### src/rtl/mem_port_arbiter.sv
`default_nettype none
// ============================================================================
// Module   : mem_port_arbiter
// Brief    : Shares one memory port between the core and a debug/DMA loader.
//            Each access runs for MEM_LAT cycles and then gives the requester
//            a one-cycle ready pulse. Contended grants alternate fairly.
// Revision : 1.0 - initial release
// ============================================================================
module mem_port_arbiter #(
  parameter int AW      = 8,
  parameter int DW      = 16,
  parameter int MEM_LAT = 2
) (
  input  logic          clk,
  input  logic          reset,
  // core port
  input  logic          i_c_req,
  input  logic          i_c_we,
  input  logic [AW-1:0] i_c_addr,
  input  logic [DW-1:0] i_c_wdata,
  output logic [DW-1:0] o_c_rdata,
  output logic          o_c_ready,
  // debug port
  input  logic          i_d_req,
  input  logic          i_d_we,
  input  logic [AW-1:0] i_d_addr,
  input  logic [DW-1:0] i_d_wdata,
  output logic [DW-1:0] o_d_rdata,
  output logic          o_d_ready,
  // memory side
  output logic          o_m_en,
  output logic          o_m_we,
  output logic [AW-1:0] o_m_addr,
  output logic [DW-1:0] o_m_wdata,
  input  logic [DW-1:0] i_m_rdata,
  // status
  output logic          o_owner,
  output logic          o_busy
);

  // Wait counter preload; MEM_LAT is limited to 1..15 so 4 bits suffice.
  localparam logic [3:0] C_CNT_INIT = 4'(MEM_LAT - 1);

  typedef enum logic [1:0] {
    S_IDLE   = 2'd0,
    S_ACCESS = 2'd1,
    S_DONE   = 2'd2
  } state_t;

  state_t        r_state;
  logic          r_last;      // owner of the most recently completed access
  logic [3:0]    r_cnt;
  logic          r_owner;
  logic          r_busy;
  logic          r_m_en;
  logic          r_m_we;
  logic [AW-1:0] r_m_addr;
  logic [DW-1:0] r_m_wdata;
  logic [DW-1:0] r_c_rdata;
  logic [DW-1:0] r_d_rdata;
  logic          r_c_ready;
  logic          r_d_ready;

  logic          w_gnt;       // a new access starts at the next edge
  logic          w_gnt_dbg;   // 1 = debug port wins that grant
  logic          w_sel_we;
  logic [AW-1:0] w_sel_addr;
  logic [DW-1:0] w_sel_wdata;

  // Grant decision: ties in IDLE go to the port that was not served last;
  // from DONE only the other port may be granted.
  always_comb begin
    w_gnt     = 1'b0;
    w_gnt_dbg = 1'b0;
    case (r_state)
      S_IDLE: begin
        if (i_c_req && i_d_req) begin
          w_gnt     = 1'b1;
          w_gnt_dbg = ~r_last;
        end else if (i_c_req) begin
          w_gnt     = 1'b1;
          w_gnt_dbg = 1'b0;
        end else if (i_d_req) begin
          w_gnt     = 1'b1;
          w_gnt_dbg = 1'b1;
        end
      end
      S_DONE: begin
        if (!r_owner && i_d_req) begin
          w_gnt     = 1'b1;
          w_gnt_dbg = 1'b1;
        end else if (r_owner && i_c_req) begin
          w_gnt     = 1'b1;
          w_gnt_dbg = 1'b0;
        end
      end
      default: begin
        w_gnt     = 1'b0;
        w_gnt_dbg = 1'b0;
      end
    endcase
  end

  // Request fields of whichever port is being granted.
  always_comb begin
    w_sel_we    = w_gnt_dbg ? i_d_we    : i_c_we;
    w_sel_addr  = w_gnt_dbg ? i_d_addr  : i_c_addr;
    w_sel_wdata = w_gnt_dbg ? i_d_wdata : i_c_wdata;
  end

  // Arbiter FSM with all outputs registered; reset abandons any access.
  always_ff @(posedge clk or posedge reset) begin
    if (reset) begin
      r_state   <= S_IDLE;
      r_last    <= 1'b1;
      r_cnt     <= 4'd0;
      r_owner   <= 1'b0;
      r_busy    <= 1'b0;
      r_m_en    <= 1'b0;
      r_m_we    <= 1'b0;
      r_m_addr  <= '0;
      r_m_wdata <= '0;
      r_c_rdata <= '0;
      r_d_rdata <= '0;
      r_c_ready <= 1'b0;
      r_d_ready <= 1'b0;
    end else begin
      r_c_ready <= 1'b0;
      r_d_ready <= 1'b0;
      if (w_gnt) begin
        r_owner   <= w_gnt_dbg;
        r_m_we    <= w_sel_we;
        r_m_addr  <= w_sel_addr;
        r_m_wdata <= w_sel_wdata;
        r_cnt     <= C_CNT_INIT;
        r_m_en    <= 1'b1;
        r_busy    <= 1'b1;
        r_state   <= S_ACCESS;
      end else begin
        case (r_state)
          S_ACCESS: begin
            if (r_cnt != 4'd0) begin
              r_cnt <= r_cnt - 4'd1;
            end else begin
              if (!r_m_we) begin
                if (r_owner) r_d_rdata <= i_m_rdata;
                else         r_c_rdata <= i_m_rdata;
              end
              if (r_owner) r_d_ready <= 1'b1;
              else         r_c_ready <= 1'b1;
              r_last  <= r_owner;
              r_m_en  <= 1'b0;
              r_m_we  <= 1'b0;
              r_state <= S_DONE;
            end
          end
          S_DONE: begin
            r_busy  <= 1'b0;
            r_state <= S_IDLE;
          end
          S_IDLE: begin
            r_state <= S_IDLE;
          end
          default: begin
            r_busy  <= 1'b0;
            r_m_en  <= 1'b0;
            r_m_we  <= 1'b0;
            r_state <= S_IDLE;
          end
        endcase
      end
    end
  end

  assign o_c_rdata = r_c_rdata;
  assign o_c_ready = r_c_ready;
  assign o_d_rdata = r_d_rdata;
  assign o_d_ready = r_d_ready;
  assign o_m_en    = r_m_en;
  assign o_m_we    = r_m_we;
  assign o_m_addr  = r_m_addr;
  assign o_m_wdata = r_m_wdata;
  assign o_owner   = r_owner;
  assign o_busy    = r_busy;

endmodule
`default_nettype wire

### config.mk
export PLATFORM = sky130hd
export DESIGN_NAME = mem_port_arbiter
export DESIGN_NICKNAME = d
export VERILOG_FILES = /design/src/rtl/mem_port_arbiter.sv
export SDC_FILE = /design/constraint.sdc
export NUM_CORES = 1
export LEC_CHECK = 0
export CAP_MARGIN = 20
export CORE_UTILIZATION = 25
export CTS_BUF_LIST = sky130_fd_sc_hd__clkbuf_4 sky130_fd_sc_hd__clkbuf_8 sky130_fd_sc_hd__clkbuf_16
export DETAILED_ROUTE_END_ITERATION = 16
export GPL_ROUTABILITY_DRIVEN = 0
export HOLD_SLACK_MARGIN = 0.12
export SYNTH_ARGS = -nofsm -noshare
export SYNTH_HDL_FRONTEND = slang
export SYNTH_SLANG_ARGS = --single-unit
### constraint.sdc
create_clock -name clk -period 2.4 [get_ports clk]
set_clock_uncertainty 0.15 [all_clocks]
set_input_delay 0.48 -clock clk [delete_from_list [all_inputs] [get_ports clk]]
set_output_delay 0.48 -clock clk [all_outputs]
set_load 0.01 [all_outputs]
Yosys cells after proc, flatten, opt, wreduce, memory -nomap -nowiden
Cells that the tools add are included.
{"block": "totals", "ff_bits": 69, "elab_cells": 72}
{"block": "op_classes", "add_sub_neg": 1, "n_eq_ne": 5, "mux": 33, "bitwise_logic": 5, "reduce_logical": 15}
{"op": "two-way mux 1 bit", "count": 22}
{"op": "two-way mux 16 bit", "count": 1}
{"op": "two-way mux 4 bit", "count": 3}
{"op": "AND reduction 5 bit", "count": 2}
{"op": "two-way mux 8 bit", "count": 1}
{"op": "two-way mux 2 bit", "count": 3}
{"op": "case mux 1 bit (2 select lines)", "count": 3}
{"op": "NOT 1 bit", "count": 5}
{"op": "inequality test 2 x 1 -> 1 bit (second input constant)", "count": 2}
{"op": "AND reduction 2 bit", "count": 2}
{"op": "nonzero test 2 bit", "count": 2}
{"op": "nonzero test 4 bit", "count": 1}
{"op": "OR reduction 2 bit", "count": 2}
{"op": "subtractor 4 x 1 -> 4 bit (second input constant)", "count": 1}
{"op": "logical AND 1 bit", "count": 3}
{"op": "inequality test 3 bit (second input constant)", "count": 1}
{"op": "AND reduction 3 bit", "count": 1}
{"op": "== test 2 x 1 -> 1 bit (second input constant)", "count": 1}
{"op": "== test 2 bit (second input constant)", "count": 1}
{"op": "logical NOT 2 bit", "count": 1}
{"op": "logical NOT 1 bit", "count": 1}

Longest topological paths before layout
{"block": "depth", "depth_word": 6, "depth_mapped": 8, "ltp_nobuf": 6}

Worst setup path after synthesis
No wires, ideal clock.
{"block": "synth_path", "kind": "reg2reg", "from": "register r_cnt[0]", "to": "register r_c_rdata[0], in the netlist o_c_rdata[0]", "setup_ps": 125, "t_arrival_ps": 1803, "t_required_ps": 2125, "setup_slack_ps": 323, "stages_incl_launch_ff": 8, "synth_period_minus_slack_ps": 2077, "path_cell_list": "dfrtp_1 -> inv_1 -> ha_1 -> nor3b_1 -> nand2_1 -> nor3_4 -> buf_6 -> mux2_2"}
{"block": "synth_via", "elab_chain_cells": 3}
{"element": "start, declared", "line": "52", "rtl": "logic [3:0] r_cnt;"}
{"element": "start signal, assigned", "line": "143", "rtl": "r_cnt <= r_cnt - 4'd1;"}
{"element": "nonzero test 4 bit", "line": "142", "rtl": "if (r_cnt != 4'd0) begin"}
{"element": "NOT 1 bit (no line)"}
{"element": "AND reduction 5 bit (no line)"}
{"element": "end signal, assigned", "line": "147", "rtl": "else r_c_rdata <= i_m_rdata;"}
{"element": "end, declared", "line": "59", "rtl": "logic [DW-1:0] r_c_rdata;"}
Every way passes these cells.
A chain may end at the register's enable or synchronous reset.

Worst setup path after layout
Ends and elaborated chain as after synthesis.

==> reports/qor.csv <==
metric;value;unit
Net Switching;1850;uW
Critical Setup Path Class;register to register;
Nets;416;
Fin. Hold Viols;0;
Worst setup startpoint;r_cnt[0];
CP required;2.46;ns
status;complete, no violations;
DP HPWL;5.05;mm
Clk pwr share;20.1;%
GRT Resource Usage Total;12.4;%
CP Buf/Inv Count;2;
peak supply drop;372;uV
DRC viols;0;
PostCTS Resize Cnt;0;
Hold Crit Depth;1;
Post-DRT Antenna Nets;0;
share of total power in sequential cells;33.8;%
Synth Instances;203;
Rows;39;
post-layout min period;2.15;ns
Crit path largest cell delay;0.40;ns
flop-to-flop setup slack;0.25;ns
# IOs;132;
buffers added on ports;131;
initial antenna violation count;0;
element type at the critical path end;register;
largest net degree at the start of global routing;70;
unrepaired setup endpoints after global routing;false;
Final Util;41.6;%
global route overflow;0;
drt total wl;7.21;mm
Yosys warnings;0;
DRT Pass-1 Iters;5;
crit path DAT;2.21;ns
MaxCap Viol Count;0;
Sw Share;30.0;%
ant diodes;0;
worst-skew pair later-pin latency;0.32;ns
clk slew on worst S/H paths;0.05;ns
PD cells;1270;nW/um^2
Core ar.;11700;sq um
# setup viols final;0;
Tcrit/Tclk final;89.6;%
Crit path max-delay family;simple AND/OR/NAND/NOR gates;
Num CTS Buffers;9;
routed vias/inst;4.29;
setup bufs post-CTS;0;
Startpoint Class;register;
Die Y-Extent;112;um
clk sinks;69;
Seq cells post-synth;69;
CTS Root Cell;clkbuf_16;
FMAX;465;MHz
leakage;0.00205;uW
fraction of layout instances using a drive strength above 1;31.4;%
H-tree Lvls;3;
Hold WS;0.354;ns
Yosys cell types;29;
die width;112;um
peak fanout along the critical path;16;
CTS Hold Buffers Added;0;
worst r2r src;r_cnt[0];
Vias;2115;
Worst Hold Launch;o_m_wdata[12];
sequential share of the synthesized area;56.7;%
Layout area overhead;59.1;%
setup_tns;0;ns
starting density of the core;26.1;%
per-cell routed wire length;14.6;um
Min-Delay Path Class;register to register;
Net Count, Synth;274;
synthesized area per cell;15.0;sq um
Clock Path Buffers;2;
Worst R2R End;o_c_rdata[0];
final slew viol count;0;
Slew @ Worst Pin;0.373;ns
critical-path cell list;inv_1 > ha_1 > nor3b_1 > nand2_1 > nor3_4 > buf_12 > mux2_2;
Hold EP;o_m_wdata[12];
combinational power share;46.1;%
total die area;12600;sq um
Slew HR;75.1;%
worst reg-to-reg path cell count;7;
P_int;4300;uW
first-pass GRT wire length;12.2;mm
Post-Syn Area;3050;sq um
number of global-route vias before repair;2387;
drt initial violations;75;
slowest cell on the critical path;dfrtp_1;
CTS tree;yes;
[power groups by stage]
stage / clock, uW / combinational, uW / sequential, uW
3_5_place_dp: 0 / 2880 / 2110
4_1_cts: 1290 / 2890 / 2100
6_report: 1240 / 2830 / 2080
2_1_floorplan: 0 / 1200 / 2320
5_1_grt: 1350 / 3060 / 2170
3_3_place_gp: 0 / 2840 / 2090
[cells by family after synthesis]
| kind of cell | Yosys count | synth area share, % |
|---|---|---|
| XOR/XNOR | 3 | 0.862 |
| AND/OR/NAND/NOR | 25 | 5.30 |
| adder cells (fa/ha/maj) | 1 | 0.410 |
| multiplexers | 81 | 31.1 |
| buffers and inverters | 14 | 3.33 |
| flip-flops | 69 | 56.7 |
| AO/OA/AOI/OAI | 10 | 2.30 |
[cell usage after synthesis]
| master | number | area share [%] |
|---|---|---|
| nand2b_1 | 2 | 0.41 |
| dfrtp_1 | 68 | 56 |
| nand3_1 | 3 | 0.49 |
| nor2b_1 | 1 | 0.21 |
| mux2_4 | 10 | 4.9 |
| mux2_2 | 70 | 26 |
| nand2_1 | 5 | 0.62 |
| or3_1 | 1 | 0.21 |
| mux2i_1 | 1 | 0.33 |
| o21ai_0 | 4 | 0.66 |
| a211oi_1 | 1 | 0.25 |
| o2111ai_2 | 1 | 0.49 |
| buf_6 | 4 | 1.5 |
| inv_1 | 7 | 0.86 |
| a21oi_1 | 1 | 0.16 |
| buf_2 | 2 | 0.33 |
| nor3b_1 | 1 | 0.25 |
| nor3_4 | 3 | 1.6 |
| dfstp_2 | 1 | 0.86 |
| a21o_1 | 1 | 0.25 |
| o211ai_1 | 2 | 0.49 |
| buf_12 | 1 | 0.66 |
| xnor2_1 | 1 | 0.29 |
| or3b_4 | 1 | 0.37 |
| ha_1 | 1 | 0.41 |
| nor2_1 | 6 | 0.74 |
| xor2_1 | 2 | 0.57 |
| nor3_1 | 1 | 0.16 |
| or2b_1 | 1 | 0.25 |
[cell type report]
class / count / area (sq um)
tap: 143 / 179
clock inverter: 4 / 22.5
inverter: 7 / 26.3
multi-input combinational: 120 / 1220
sequential: 69 / 1730
timing repair buffer: 138 / 1410
clock buffer: 12 / 260
fill: 1152 / 6810
[metrics by stage]
step	setup WS, ns	cell area [sq um]	cells	power [uW]
4_1_cts	0.227	4850	493	6280
3_5_place_dp	0.0260	4570	477	4990
6_report	0.250	4850	493	6150
3_3_place_gp	0.0377	4570	477	4930
2_1_floorplan	0.0318	3050	203	3520
5_1_grt	0.0552	4850	493	6570
[placed cells by master (no fill, tap or decap), drive strengths merged, types with 3 or more instances in the layout]
master,n
clkdlybuf4s50,131
mux2,80
dfrtp,68
clkbuf,12
inv,7
buf,7
nor2,6
nand2,5
o21ai,4
nor3,4
nand3,3
clkinv,3
[per-layer routing]
metal	vias up	track usage (%)	share of wire, %
met5	-	0	0
met3	6	4.64	7.2
met1	1029	15.6	45
met2	73	19.7	47
li1	1007	-	-
met4	0	3.73	0.72
[flip-flops by register name (all words and copies together) (netlist names), 2 cells and up]
| register | cells |
|---|---|
| r_state | 2 |
| o_c_rdata | 16 |
| o_d_rdata | 16 |
| o_m_addr | 8 |
| r_cnt | 4 |
| o_m_wdata | 16 |
[how the worst max path moves through the flow]
stage	end	slack, ns	cells past startpoint
after floorplan	o_busy	0.03	1
after CTS	o_c_rdata[0]	0.23	7
final	o_c_rdata[0]	0.25	7
after detailed placement	o_m_wdata[10]	0.03	6
after global placement	o_m_wdata[10]	0.04	6
after global routing	o_c_rdata[10]	0.06	7
Note: power is estimated with default switching activity, not from simulation.
==> edit (same flow settings) <==
Reset style: synchronous (`reset`), changed in one clocked block.
--- a/src/rtl/mem_port_arbiter.sv
+++ b/src/rtl/mem_port_arbiter.sv
@@ -109,7 +109,7 @@
   end
 
   // Arbiter FSM with all outputs registered; reset abandons any access.
-  always_ff @(posedge clk or posedge reset) begin
+  always_ff @(posedge clk) begin
     if (reset) begin
       r_state   <= S_IDLE;
       r_last    <= 1'b1;
Formal check against the unedited RTL: differs if reset is asserted again (counterexample within 4 cycles, from zero or initial values and one cycle with reset high); with reset held inactive, the same outputs for 4 cycles.
==> edit against the unedited design <==
  * Sequential cell count did not move
  * Synthesized area fell by 5.2%
  * Setup slack improved by 0.030 ns
  * Via count rose by 23%
  * Maximum frequency rose by 1.4%
  * Wire length rose by 12%
  * Cell area fell by 4.0%
  * Critical path depth fell by 1
  * Critical path type is now in -> reg
Power is not compared: it rests on default switching activity, and its combinational part moved more than twofold at a synthesized area within 25%.
==> edit: results <==
metrics = {
    "min_path": {
        "hold_path.class": "reg -> reg",
        "hold_path_depth": 2,
        "holdPathEnd": "o_d_rdata[0]$_SDFFE_PP0P_",
        "hold_start": "o_d_rdata[0]$_SDFFE_PP0P_",
    },
    "synth": {
        "seq_area_frac_synth": 0.4779,
        "synthFlopType": "dfxtp_1",
        "ys_types": 34,
        "synth_area_mm2": 0.002890,
        "syn_inst": 312,
        "synthesis.nets": 384,
        "async_flop_share": 0,
        "ys_top_cells_by_area": "dfxtp_1, mux2i_1, nand2_1, a211oi_2, a21oi_1",
        "ys_warn_count": 0,
        "synth_commonest_cells": "dfxtp_1, nand2_1, a21oi_1",
    },
    "grt": {
        "antenna_found_initial": 0,
        "grt_max_degree": 49,
        "track_usage": 0.1374,
        "grt_pass1_wl_um": 12520,
        "grt_pass1_vias": 2609,
    },
    "worst_setup_path": {
        "crit_path_top_delay_cell": "clkdlybuf4s50_1",
        "worstPathArrival_ns": 2.14,
        "regToRegSetupSlack_ns": 0.46,
        "r2r_cells": 7,
        "crit_family": "buffers and inverters",
        "crit_fanout": 26,
        "max_stage_delay_ns": 0.48,
        "r2r-end": "o_d_rdata[13]$_SDFFE_PP0P_",
        "reg2reg_from": "r_cnt[0]$_SDFFE_PP0P_",
    },
    "clock_network": {
        "clockRootBuffer": "clkbuf_16",
        "clk_latency_ns": 0.32,
        "cts_made_buffers": 9,
        "ctsResizeCount": 0,
        "htreeDepth": 3,
        "clk_path_buf_depth": 2,
        "post_cts_buffers": 0,
        "clk_pin_slew_ns": 0.06,
    },
    "placed_design": {
        "port_buffers": 131,
        "dp.cells": 567,
        "pre_cts_ws_ns": -0.06603,
        "dpl.hpwl_um": 5706,
    },
    "final_layout": {
        "layout.nets": 510,
        "antenna_cells": 0,
        "nFillCells": 1111,
        "drive_above_1_share": 0.1106,
        "layout.cells.non_filler": 583,
    },
    "power_and_ir_drop": {
        "vdd_drop_max_v": 0.0003062,
        "p_int_mw": 2.535,
        "p_leak_nw": 1.641,
    },
    "route": {
        "avgViaCountPerCell": 4.448,
        "drt_iter0_drc": 62,
        "dr.pass1.iters": 4,
        "post_drt_wl_per_cell_um": 13.79,
    },
    "sta": {
        "relSlewSlack": 0.5050,
        "period_share": 0.8835,
    },
    "run_status": {
        "status": "finished clean",
    },
}
## edit: routing by layer
layer	global-route usage	wire (µm)	part of all wire	vias up
met2	0.2493	4179	0.52	59
met1	0.1522	3409	0.42	1209
li1	-	-	-	1315
met4	0.06286	147	0.018	0
met5	0	0	0	-
met3	0.03023	301	0.037	10
## edit: power by group through the flow
stage / combinational, mW / sequential (mW) / clock (mW)
6_report: 0.695 / 1.29 / 1.41
2_1_floorplan: 0.329 / 1.34 / 0
5_1_grt: 0.755 / 1.30 / 1.51
3_5_place_dp: 0.702 / 1.32 / 0
4_1_cts: 0.705 / 1.29 / 1.46
3_3_place_gp: 0.690 / 1.32 / 0
## edit: worst register-to-register path, stage by stage, from the launching register on
cell	delay (ns)
dfxtp_1	0.33
inv_1	0.08
ha_1	0.16
or3b_4	0.41
nor4b_4	0.25
buf_4	0.26
nand2_1	0.09
a21oi_1	0.13
## edit: cell type report
cell class,count,area [µm²],area share
timing repair buffer,139,1404,0.3016
sequential,69,1381,0.2968
multi-input combinational,215,1359,0.2919
clock buffer,10,232.7,0.05000
tap,140,175.2,0.03763
clock inverter,6,87.58,0.01882
inverter,4,15.01,0.003226
## edit: logic make-up (layout without fill, tap and decap cells)
family,count (synthesis),in the layout,share of synthesized area
simple gates,115,115,0.1723
xor+xnor,3,3,0.009093
mux,25,25,0.08658
flops,69,69,0.4779
compound gates,70,70,0.1853
buf+inv,28,159,0.06017
fa+ha+maj,2,2,0.008657
## edit: worst max path at each step
stage	startpoint	end	slack [ns]	depth (start not counted)
finish	i_d_req	o_m_wdata[8]$_SDFFE_PP0P_	0.28	6
global route	i_d_req	o_m_addr[7]$_SDFFE_PP0P_	0.18	6
CTS	i_d_req	o_m_wdata[8]$_SDFFE_PP0P_	0.28	6
detailed placement	i_d_req	o_m_wdata[8]$_SDFFE_PP0P_	-0.07	6
global placement	i_d_req	o_m_addr[7]$_SDFFE_PP0P_	-0.03	6
floorplan	i_d_req	o_m_addr[7]$_SDFFE_PP0P_	0.55	6
## edit: per-stage QoR
| stage | total power, mW | util | hold WS (ns) | cell area [µm²] | TNS [ns] |
|---|---|---|---|---|---|
| after global placement | 2.005 | 0.3929 | 0.2931 | 4334 | -0.1998 |
| after global routing | 3.569 | 0.4220 | 0.3223 | 4654 | 0 |
| after detailed placement | 2.018 | 0.3929 | 0.2985 | 4334 | -0.9850 |
| after CTS | 3.457 | 0.4220 | 0.3060 | 4654 | 0 |
| final | 3.394 | 0.4220 | 0.3029 | 4654 | 0 |
| after floorplan | 1.674 | - | 0.3305 | 2890 | 0 |
